--- src/rtl/mem_ctrl_pkg.sv ---
// Shared definitions for the byte-serialising memory controller: FSM state
// encoding, access-size decode and the default IO region selector.
package mem_ctrl_pkg;

  typedef enum logic [2:0] {
    StIdle,
    StIfRd,
    StLsRd,
    StLsWr,
    StDone
  } state_e;

  // addr[17:16] value that selects the IO region
  localparam logic [1:0] IoHiDefault = 2'b11;

  // funct3[1:0] -> number of bytes in the access (1, 2 or 4)
  function automatic logic [2:0] size_bytes(input logic [1:0] f);
    logic [2:0] n;
    unique case (f)
      2'b00:   n = 3'd1;
      2'b01:   n = 3'd2;
      default: n = 3'd4;
    endcase
    return n;
  endfunction

endpackage

--- src/rtl/mem_ctrl.sv ---
// Memory controller: serves MEM-stage loads/stores and IF fetches one at a
// time, serialising each access onto the byte-wide RAM/IO bus.
// Optional feature: define MEMCTRL_IO_BACKPRESSURE_EN to add io_buffer_full_i,
// which holds IO-region write bytes while the IO buffer is full.
module mem_ctrl
  import mem_ctrl_pkg::*;
#(
  parameter int unsigned ADDR_W = 32,
  parameter logic [1:0]  IO_HI  = IoHiDefault
) (
  input  logic              clk,
  input  logic              rst_n,
  input  logic              rdy_in,
  input  logic              wr_enable_i,
  input  logic              wr_i,
  input  logic [2:0]        funct3_i,
  input  logic [ADDR_W-1:0] ls_addr_i,
  input  logic [31:0]       ls_data_i,
  output logic              is_mem_output_o,
  output logic              load_store_ready_o,
  output logic [31:0]       load_data_o,
  input  logic              if_req_i,
  input  logic [ADDR_W-1:0] if_addr_i,
  output logic              if_ready_o,
  output logic [31:0]       inst_o,
  input  logic [7:0]        ram_din_i,
  output logic [7:0]        ram_dout_o,
  output logic [ADDR_W-1:0] ram_a_o,
`ifdef MEMCTRL_IO_BACKPRESSURE_EN
  input  logic              io_buffer_full_i,
`endif
  output logic              ram_wr_o
);

  state_e            state_q, state_d;
  logic [2:0]        cnt_q, cnt_d;
  logic [2:0]        n_q, n_d;
  logic [ADDR_W-1:0] base_q, base_d;
  logic [31:0]       wdata_q, wdata_d;
  logic [31:0]       rbuf_q, rbuf_d;
  logic              is_if_q, is_if_d;
  logic [31:0]       load_data_q, load_data_d;
  logic [31:0]       inst_q, inst_d;

  logic [ADDR_W-1:0] cur_addr;
  logic [ADDR_W-1:0] ram_a;
  logic [7:0]        ram_dout;
  logic              ram_wr;
  logic              ls_ready;
  logic              if_ready;
  logic              wr_stall;
  logic [1:0]        byte_idx;

  // Only the size bits of funct3 matter; the sign-extension bit is ignored
  logic unused_funct3;
  assign unused_funct3 = funct3_i[2];

  assign cur_addr = base_q + ADDR_W'(cnt_q);
  // cnt=k captures the byte addressed at k-1
  assign byte_idx = 2'(cnt_q - 3'd1);

`ifdef MEMCTRL_IO_BACKPRESSURE_EN
  assign wr_stall = (cur_addr[17:16] == IO_HI) && io_buffer_full_i;
`else
  assign wr_stall = 1'b0;
`endif

  // Next-state, byte assembly and bus drive
  always_comb begin
    state_d     = state_q;
    cnt_d       = cnt_q;
    n_d         = n_q;
    base_d      = base_q;
    wdata_d     = wdata_q;
    rbuf_d      = rbuf_q;
    is_if_d     = is_if_q;
    load_data_d = load_data_q;
    inst_d      = inst_q;
    ram_a       = '0;
    ram_dout    = 8'h00;
    ram_wr      = 1'b0;
    ls_ready    = 1'b0;
    if_ready    = 1'b0;

    unique case (state_q)
      StIdle: begin
        // Data port has priority; IF is only taken when MEM is quiet
        if (wr_enable_i) begin
          base_d  = ls_addr_i;
          n_d     = size_bytes(funct3_i[1:0]);
          wdata_d = ls_data_i;
          rbuf_d  = '0;
          is_if_d = 1'b0;
          cnt_d   = 3'd0;
          state_d = wr_i ? StLsWr : StLsRd;
        end else if (if_req_i) begin
          base_d  = if_addr_i;
          n_d     = 3'd4;
          rbuf_d  = '0;
          is_if_d = 1'b1;
          cnt_d   = 3'd0;
          state_d = StIfRd;
        end
      end

      StIfRd, StLsRd: begin
        if (cnt_q < n_q) begin
          ram_a = cur_addr;
        end
        if (cnt_q != 3'd0) begin
          rbuf_d[{byte_idx, 3'b000} +: 8] = ram_din_i;
        end
        if (cnt_q == n_q) begin
          state_d = StDone;
          if (is_if_q) begin
            inst_d = rbuf_d;
          end else begin
            load_data_d = rbuf_d;
          end
        end else begin
          cnt_d = cnt_q + 3'd1;
        end
      end

      StLsWr: begin
        ram_a = cur_addr;
        if (!wr_stall) begin
          ram_wr   = 1'b1;
          ram_dout = wdata_q[{cnt_q[1:0], 3'b000} +: 8];
          if (cnt_q == n_q - 3'd1) begin
            state_d = StDone;
          end else begin
            cnt_d = cnt_q + 3'd1;
          end
        end
      end

      StDone: begin
        ls_ready = !is_if_q;
        if_ready = is_if_q;
        state_d  = StIdle;
      end

      default: state_d = StIdle;
    endcase

    // Global pause: nothing may commit to the bus or complete
    if (!rdy_in) begin
      ram_wr   = 1'b0;
      ram_dout = 8'h00;
      ls_ready = 1'b0;
      if_ready = 1'b0;
    end
  end

  // State registers; rdy_in low freezes everything
  always_ff @(posedge clk) begin
    if (!rst_n) begin
      state_q     <= StIdle;
      cnt_q       <= 3'd0;
      n_q         <= 3'd0;
      base_q      <= '0;
      wdata_q     <= '0;
      rbuf_q      <= '0;
      is_if_q     <= 1'b0;
      load_data_q <= '0;
      inst_q      <= '0;
    end else if (rdy_in) begin
      state_q     <= state_d;
      cnt_q       <= cnt_d;
      n_q         <= n_d;
      base_q      <= base_d;
      wdata_q     <= wdata_d;
      rbuf_q      <= rbuf_d;
      is_if_q     <= is_if_d;
      load_data_q <= load_data_d;
      inst_q      <= inst_d;
    end
  end

  assign is_mem_output_o    = wr_enable_i;
  assign load_store_ready_o = ls_ready;
  assign if_ready_o         = if_ready;
  assign load_data_o        = load_data_q;
  assign inst_o             = inst_q;
  assign ram_a_o            = ram_a;
  assign ram_dout_o         = ram_dout;
  assign ram_wr_o           = ram_wr;

endmodule

--- config.mk ---
export PLATFORM = sky130hd
export DESIGN_NAME = mem_ctrl
export DESIGN_NICKNAME = d
export VERILOG_FILES = /design/src/rtl/mem_ctrl_pkg.sv /design/src/rtl/mem_ctrl.sv
export SDC_FILE = /design/constraint.sdc
export NUM_CORES = 1
export LEC_CHECK = 0
export CAP_MARGIN = 5
export CELL_PAD_IN_SITES_DETAIL_PLACEMENT = 1
export CELL_PAD_IN_SITES_GLOBAL_PLACEMENT = 2
export CORE_MARGIN = 2
export CORE_UTILIZATION = 30
export DETAILED_ROUTE_END_ITERATION = 10
export PLACE_DENSITY = 0.95
export SYNTH_ARGS = -nofsm -noshare
export SYNTH_HDL_FRONTEND = slang
export SYNTH_SLANG_ARGS = --single-unit
--- constraint.sdc ---
create_clock -name clk -period 6.8 [get_ports clk]
set_clock_uncertainty 0.1 [all_clocks]
set_input_delay 1.7 -clock clk [delete_from_list [all_inputs] [get_ports clk]]
set_output_delay 1.7 -clock clk [all_outputs]
set_load 0.005 [all_outputs]
==> flow_metrics.env, run 1 <==
export IMPL_grt_use_met3_pct=4.04
export IMPL_yosysWarnings=0
export IMPL_p_seq_share_pct=42.9
export IMPL_synth_avg_cell_area_sq_um=8.75
export IMPL_fin_nets=1221
export IMPL_die_w_um=168
export IMPL_yosys_register_bits=170
export IMPL_worst_endpoint_required_ns=5.00
export IMPL_grt_total_usage_pct=18.0
export IMPL_async_flop_share_pct=0
export IMPL_fin_area_sq_um=11100
export IMPL_syn_cell_area_sq_um=8050
export IMPL_place_congestion=0.802
export IMPL_synthAdderAreaFrac_pct=2.27
export IMPL_fillers=3031
export IMPL_p_switching_mw=0.755
export IMPL_drv_cap=0
export IMPL_dpl_cell_area_sq_um=10400
export IMPL_pre_cts_slack_ns=1.60
export IMPL_clock_latency_ns=0.43
export IMPL_hold_violations=0
export IMPL_grtUsageMet2_pct=30.5
export IMPL_powerDensity_nw_per_um2=236
export IMPL_syn_inst=920
export IMPL_grt_busiest_layer="met2"
export IMPL_synth_top_area_share_pct=42.3
export IMPL_area_growth_syn_to_layout_pct=37.3
export IMPL_htreeDepth=4
export IMPL_die_height_um=168
export IMPL_grt_pass1_vias=7510
export IMPL_vias=7380
export IMPL_synthTopCellsByArea="dfxtp_1, a211oi_1, nor2_1"
export IMPL_final_period_utilization_pct=78.2
export IMPL_rsz0062_at_grt="no"
export IMPL_clkTransAtPathRegs_ns=0.07
export IMPL_postRouteAntennaNets=0
export IMPL_synth_top_family_by_area="compound AO/OA/AOI/OAI gates"
export IMPL_muxShareOfSynthArea_pct=6.47
export IMPL_drc_errors=0
export IMPL_cts_buffers=17
export IMPL_cts_sinks=170
export IMPL_n_antenna_cell=0
export IMPL_stdcell_count=1442
export IMPL_power_frac_comb_pct=16.8
export IMPL_drive_gt1_share_pct=6.32
export IMPL_synth_common_cells="dfxtp_1, nor2_1, a211oi_1"
export IMPL_avgRoutedWirePerCell_um=17.7
export IMPL_synth_edf_count=0
export IMPL_start_util_pct=30.7
export IMPL_dpl_cell_count=1410
export IMPL_p_sw_share_pct=28.9
export IMPL_synth_simple_gate_area_share_pct=20.0
export IMPL_setup_worst_path_end_class="output port"
export IMPL_root_buffer="clkbuf_16"
export IMPL_peakVddDrop_uv=110
export IMPL_synth_fp_nets=1047
export IMPL_wl_um=25500
export IMPL_critPathLaunchType="flip-flop"
export IMPL_p_clk_share_pct=40.4
export IMPL_hold_slack_ns=0.354
export IMPL_hold_buffers=0
export IMPL_outcome="completed"
export IMPL_hp_class="flip-flop to flip-flop"
export IMPL_antenna_found_initial=0
export IMPL_grt_pass1_wl_um=40600
export IMPL_p_int_mw=1.85
export IMPL_area_sequential_sq_um=3400
export IMPL_fin_tns_setup_ns=0
export IMPL_multiInputGateArea_sq_um=4270
export IMPL_core_area_sq_um=26200
export IMPL_synth_distinct_cells=57
export IMPL_dieArea_sq_um=28200
export IMPL_tightest_slew_ns=1.22
export IMPL_synth_xor_area_share_pct=3.78
export IMPL_synth_most_common_cell="dfxtp_1"
export IMPL_path_max_fanout=16
export IMPL_critPathArrivalTime_ns=3.52
export IMPL_cts_resized=0
export IMPL_place_hpwl_um=18000
export IMPL_ioPinCount=221
export IMPL_p_leak_nw=3.76
export IMPL_maxSlewHeadroom_pct=18.9
export IMPL_post_cts_buffers=0
export IMPL_total_power_mw=2.61
export IMPL_cts_tree="built"
export IMPL_rows=59
export IMPL_synth_compound_area_share_pct=20.4
export IMPL_port_buffers=219
export IMPL_grt_max_degree=79
export IMPL_finalSetupViolCount=0
export IMPL_drt_iter0_drc=332
export IMPL_layout_min_cycle_time_ns=5.32
export IMPL_grt_ovfl_total=0
export IMPL_fin_ws_ns=1.48
export IMPL_finalCoreUtilization_pct=42.2
export IMPL_synth_top_area_cell="dfxtp_1"
export IMPL_finalMaxSlewViolations=0
export IMPL_dr_pass1_iters=4
export IMPL_seq_area_frac_synth_pct=42.3
export IMPL_via_per_inst=5.12
export IMPL_criticalPathCategory="flip-flop to output port"
export IMPL_met1_usage_pct=23.3
export IMPL_clockBufferDepth=2
export IMPL_synthFlopType="dfxtp_1"
export IMPL_clock_fmax_ghz=0.188
[path summary, 6_finish.rpt]
path          startpoint  cells past startpoint  slack (ns)     endpoint
max reg2reg     cnt_q[1]                      7        3.07    inst_o[8]
min          wdata_q[16]                      2        0.35  wdata_q[16]
min reg2reg  wdata_q[16]                      2        0.35  wdata_q[16]
max             cnt_q[1]                      7        1.48  ram_a_o[10]
[power by group through the flow]
stage	logic (mW)	clock network, mW	registers [mW]
3_5_place_dp	0.441	0	1.14
2_1_floorplan	0.251	0	1.12
3_3_place_gp	0.431	0	1.14
4_1_cts	0.442	1.08	1.12
5_1_grt	0.484	1.12	1.13
6_report	0.437	1.05	1.12
[routing by layer]
layer  part of all wire (%)  up-vias  wire length (um)
li1                       -     3647                 -
met5                      0        -                 0
met4                    1.3        0               332
met1                     46     3542             11800
met2                     48      166             12200
met3                    4.7       25              1190
[area by class of cell]
type | count | area share (%)
Multi-Input combinational cell | 662 | 38.6
Inverter | 13 | 0.464
Clock inverter | 14 | 1.82
Timing Repair Buffer | 230 | 20.5
Tap cell | 335 | 3.79
Clock buffer | 18 | 3.97
Sequential cell | 170 | 30.8
[flip-flops by register name, summed over array words and instances, names as in the netlist]
name / flops
rbuf_q: 32
is_if_q: 1
wdata_q: 32
cnt_q: 3
inst_o: 32
base_q: 32
n_q: 3
state_q: 3
load_data_o: 32
[cells in the final DEF, fill, tap and decap left out, drive strengths merged, types with 2 or more instances in the layout]
cell	instances
xnor2	20
clkbuf	18
xor2	12
o31ai	3
and4	4
nand3	12
nand2b	5
inv	19
clkinv	5
nand4	9
nand2	83
buf	12
mux2i	34
bufinv	2
nor4b	3
mux4	8
nor2	170
a31oi	14
ha	13
or3	3
a21boi	14
a211oi	100
a2bb2oi	30
and3	13
o41ai	2
dfxtp	170
and2	5
a21oi	40
o21ai	6
clkdlybuf4s50	218
or4	2
nor4	6
nor2b	11
nor3	13
a22oi	16
[cell families after synthesis]
logic type | count (synthesis)
AO/OA/AOI/OAI | 231
adder cells (fa/ha/maj) | 14
XOR/XNOR | 33
flip-flops | 170
multiplexers | 42
AND/OR/NAND/NOR | 342
buffers and inverters | 88
[critical path: stages (launching register included)]
cell and delay (ns):
dfxtp_1 1.04, fa_1 0.39, a21oi_1 0.25, nor3_1 0.48
nand3_1 0.16, xor2_1 0.16, nor2_1 0.10, clkdlybuf4s50_1 0.52
Power figures use the tool's default switching activity.
==> run 2, diff against run 1 <==
--- a/config.mk
+++ b/config.mk
@@ -9,9 +9,9 @@
 export CELL_PAD_IN_SITES_DETAIL_PLACEMENT = 1
 export CELL_PAD_IN_SITES_GLOBAL_PLACEMENT = 2
 export CORE_MARGIN = 2
-export CORE_UTILIZATION = 30
+export CORE_UTILIZATION = 25
 export DETAILED_ROUTE_END_ITERATION = 10
-export PLACE_DENSITY = 0.95
+export PLACE_DENSITY = 0.86
 export SYNTH_ARGS = -nofsm -noshare
 export SYNTH_HDL_FRONTEND = slang
 export SYNTH_SLANG_ARGS = --single-unit
==> constraint.sdc (replaced) <==
create_clock -name clk -period 4.5 [get_ports clk]
set_clock_uncertainty 0.1 [all_clocks]
set_input_delay 1.125 -clock clk [delete_from_list [all_inputs] [get_ports clk]]
set_output_delay 1.125 -clock clk [all_outputs]
set_load 0.005 [all_outputs]
==> flow_metrics.env, run 2 (same netlist as run 1, synthesis figures left out) <==
export IMPL_port_buffers=219
export IMPL_critPathArrivalTime_ns=2.95
export IMPL_die_height_um=183
export IMPL_hold_buffers=0
export IMPL_final_period_utilization_pct=92.7
export IMPL_drive_gt1_share_pct=7.07
export IMPL_dpl_cell_count=1487
export IMPL_grt_max_degree=86
export IMPL_critPathLaunchType="flip-flop"
export IMPL_final_cell_mix="clkdlybuf4s50_1, dfxtp_1, nor2_1"
export IMPL_reg2reg_slack_ns=1.39
export IMPL_powerDensity_nw_per_um2=342
export IMPL_drt_iter0_drc=309
export IMPL_outcome="completed"
export IMPL_dieArea_sq_um=33700
export IMPL_via_per_inst=4.85
export IMPL_clock_fmax_ghz=0.240
export IMPL_htreeDepth=4
export IMPL_hold_violations=0
export IMPL_fillers=3596
export IMPL_rsz0062_at_grt="no"
export IMPL_grt_pass1_vias=7397
export IMPL_hp_class="flip-flop to flip-flop"
export IMPL_clkTransAtPathRegs_ns=0.07
export IMPL_cp_depth=5
export IMPL_tightest_slew_ns=0.928
export IMPL_path_max_fanout=15
export IMPL_area_growth_syn_to_layout_pct=38.6
export IMPL_cp_top_family="simple AND/OR/NAND/NOR gates"
export IMPL_criticalPathCategory="flip-flop to output port"
export IMPL_rows=65
export IMPL_slowest_delay_ns=0.70
export IMPL_stdcell_count=1519
export IMPL_grt_total_usage_pct=15.3
export IMPL_maxSlewHeadroom_pct=38.1
export IMPL_fin_nets=1231
export IMPL_worst_endpoint_required_ns=3.27
export IMPL_grt_ovfl_total=0
export IMPL_route_top_layer_used="met4"
export IMPL_multiInputGateArea_sq_um=4270
export IMPL_fin_tns_setup_ns=0
export IMPL_n_antenna_cell=0
export IMPL_area_sequential_sq_um=3400
export IMPL_routed_wl_met2_um=12300
export IMPL_grt_pass1_wl_um=40900
export IMPL_root_buffer="clkbuf_16"
export IMPL_p_leak_nw=3.79
export IMPL_drv_cap=0
export IMPL_place_hpwl_um=18200
export IMPL_vias=7365
export IMPL_cts_buffers=17
export IMPL_die_w_um=183
export IMPL_worstPathBufferInverterCount=1
export IMPL_ioPinCount=221
export IMPL_dr_wl_met3_um=1310
export IMPL_clockBufferDepth=2
export IMPL_dr_pass1_iters=4
export IMPL_finalSetupViolCount=0
export IMPL_met1_length_um=11800
export IMPL_path_cells="nand4_2 -> or4_4 -> or3_2 -> a21oi_1 -> clkdlybuf4s50_1"
export IMPL_postRouteAntennaNets=0
export IMPL_finalMaxSlewViolations=0
export IMPL_place_congestion=0.771
export IMPL_final_common_cell="clkdlybuf4s50_1"
export IMPL_holdPathStages=2
export IMPL_clock_latency_ns=0.43
export IMPL_slowest_stage="or4_4"
export IMPL_layout_min_cycle_time_ns=4.17
export IMPL_avgRoutedWirePerCell_um=16.9
export IMPL_rr_worst_depth=10
export IMPL_cts_sinks=170
export IMPL_wl_um=25700
export IMPL_drc_errors=0
export IMPL_antenna_found_initial=0
export IMPL_cts_tree="built"
export IMPL_start_util_pct=25.4
export IMPL_peakVddDrop_uv=228
export IMPL_core_area_sq_um=31600
export IMPL_setup_worst_path_end_class="output port"
-- run 2: path summary, 6_finish.rpt --
kind                from     endpoint
max            base_q[3]  ram_a_o[16]
min          wdata_q[31]  wdata_q[31]
max reg2reg     cnt_q[0]    inst_o[0]
min reg2reg  wdata_q[31]  wdata_q[31]
-- run 2: cell type report --
cell class / count / area share, %
clock buffer: 20 / 4.09
clock inverter: 12 / 0.942
inverter: 13 / 0.460
multi-input combinational: 662 / 38.3
sequential: 170 / 30.5
tap: 402 / 4.51
timing repair buffer: 240 / 21.2
-- run 2: repair_timing --
item,CTS,global route
setup endpoints to repair,0,1
buffers inserted,0,0
gates resized for setup,0,1
-- run 2: per-stage QoR --
stage	worst slack, ns	hold WS, ns	area [sq um]	total power [mW]	util, %
4_1_cts	0.277	0.357	11200	3.88	35.3
3_3_place_gp	0.702	0.341	10600	2.39	33.5
2_1_floorplan	1.32	0.333	8050	2.08	-
5_1_grt	0.104	0.373	11200	4.03	35.3
6_report	0.326	0.356	11200	3.81	35.3
3_5_place_dp	0.714	0.347	10600	2.41	33.5
-- run 2: per-layer routing --
layer | global-route usage [%] | vias up
li1 | - | 3663
met1 | 19.9 | 3538
met2 | 25.9 | 149
met3 | 3.07 | 15
met4 | 4.03 | 0
met5 | 0 | -
-- run 2: where the power goes --
| group | internal [mW] | total (mW) | switching [mW] |
|---|---|---|---|
| logic | 0.337 | 0.672 | 0.335 |
| registers | 1.60 | 1.69 | 0.0850 |
| clock network | 0.757 | 1.45 | 0.696 |
-- run 2: worst register-to-register path, cell delays in order (launching register included) --
cell and delay [ns]:
dfxtp_1 0.35, buf_4 0.32, inv_1 0.08, buf_4 0.17, ha_1 0.30, nand3_1 0.13, or4b_4 0.55, nor2_4 0.09
buf_4 0.52, nor2_1 0.18, a211oi_1 0.24
==> run 3, diff against run 2 <==
--- a/config.mk
+++ b/config.mk
@@ -5,6 +5,7 @@
 export SDC_FILE = /design/constraint.sdc
 export NUM_CORES = 1
 export LEC_CHECK = 0
+export ABC_CLOCK_PERIOD_IN_PS = 4500
 export CAP_MARGIN = 5
 export CELL_PAD_IN_SITES_DETAIL_PLACEMENT = 1
 export CELL_PAD_IN_SITES_GLOBAL_PLACEMENT = 2
==> results of run 3 <==
Final layout, timing and power as in run 2 (identical DEF).
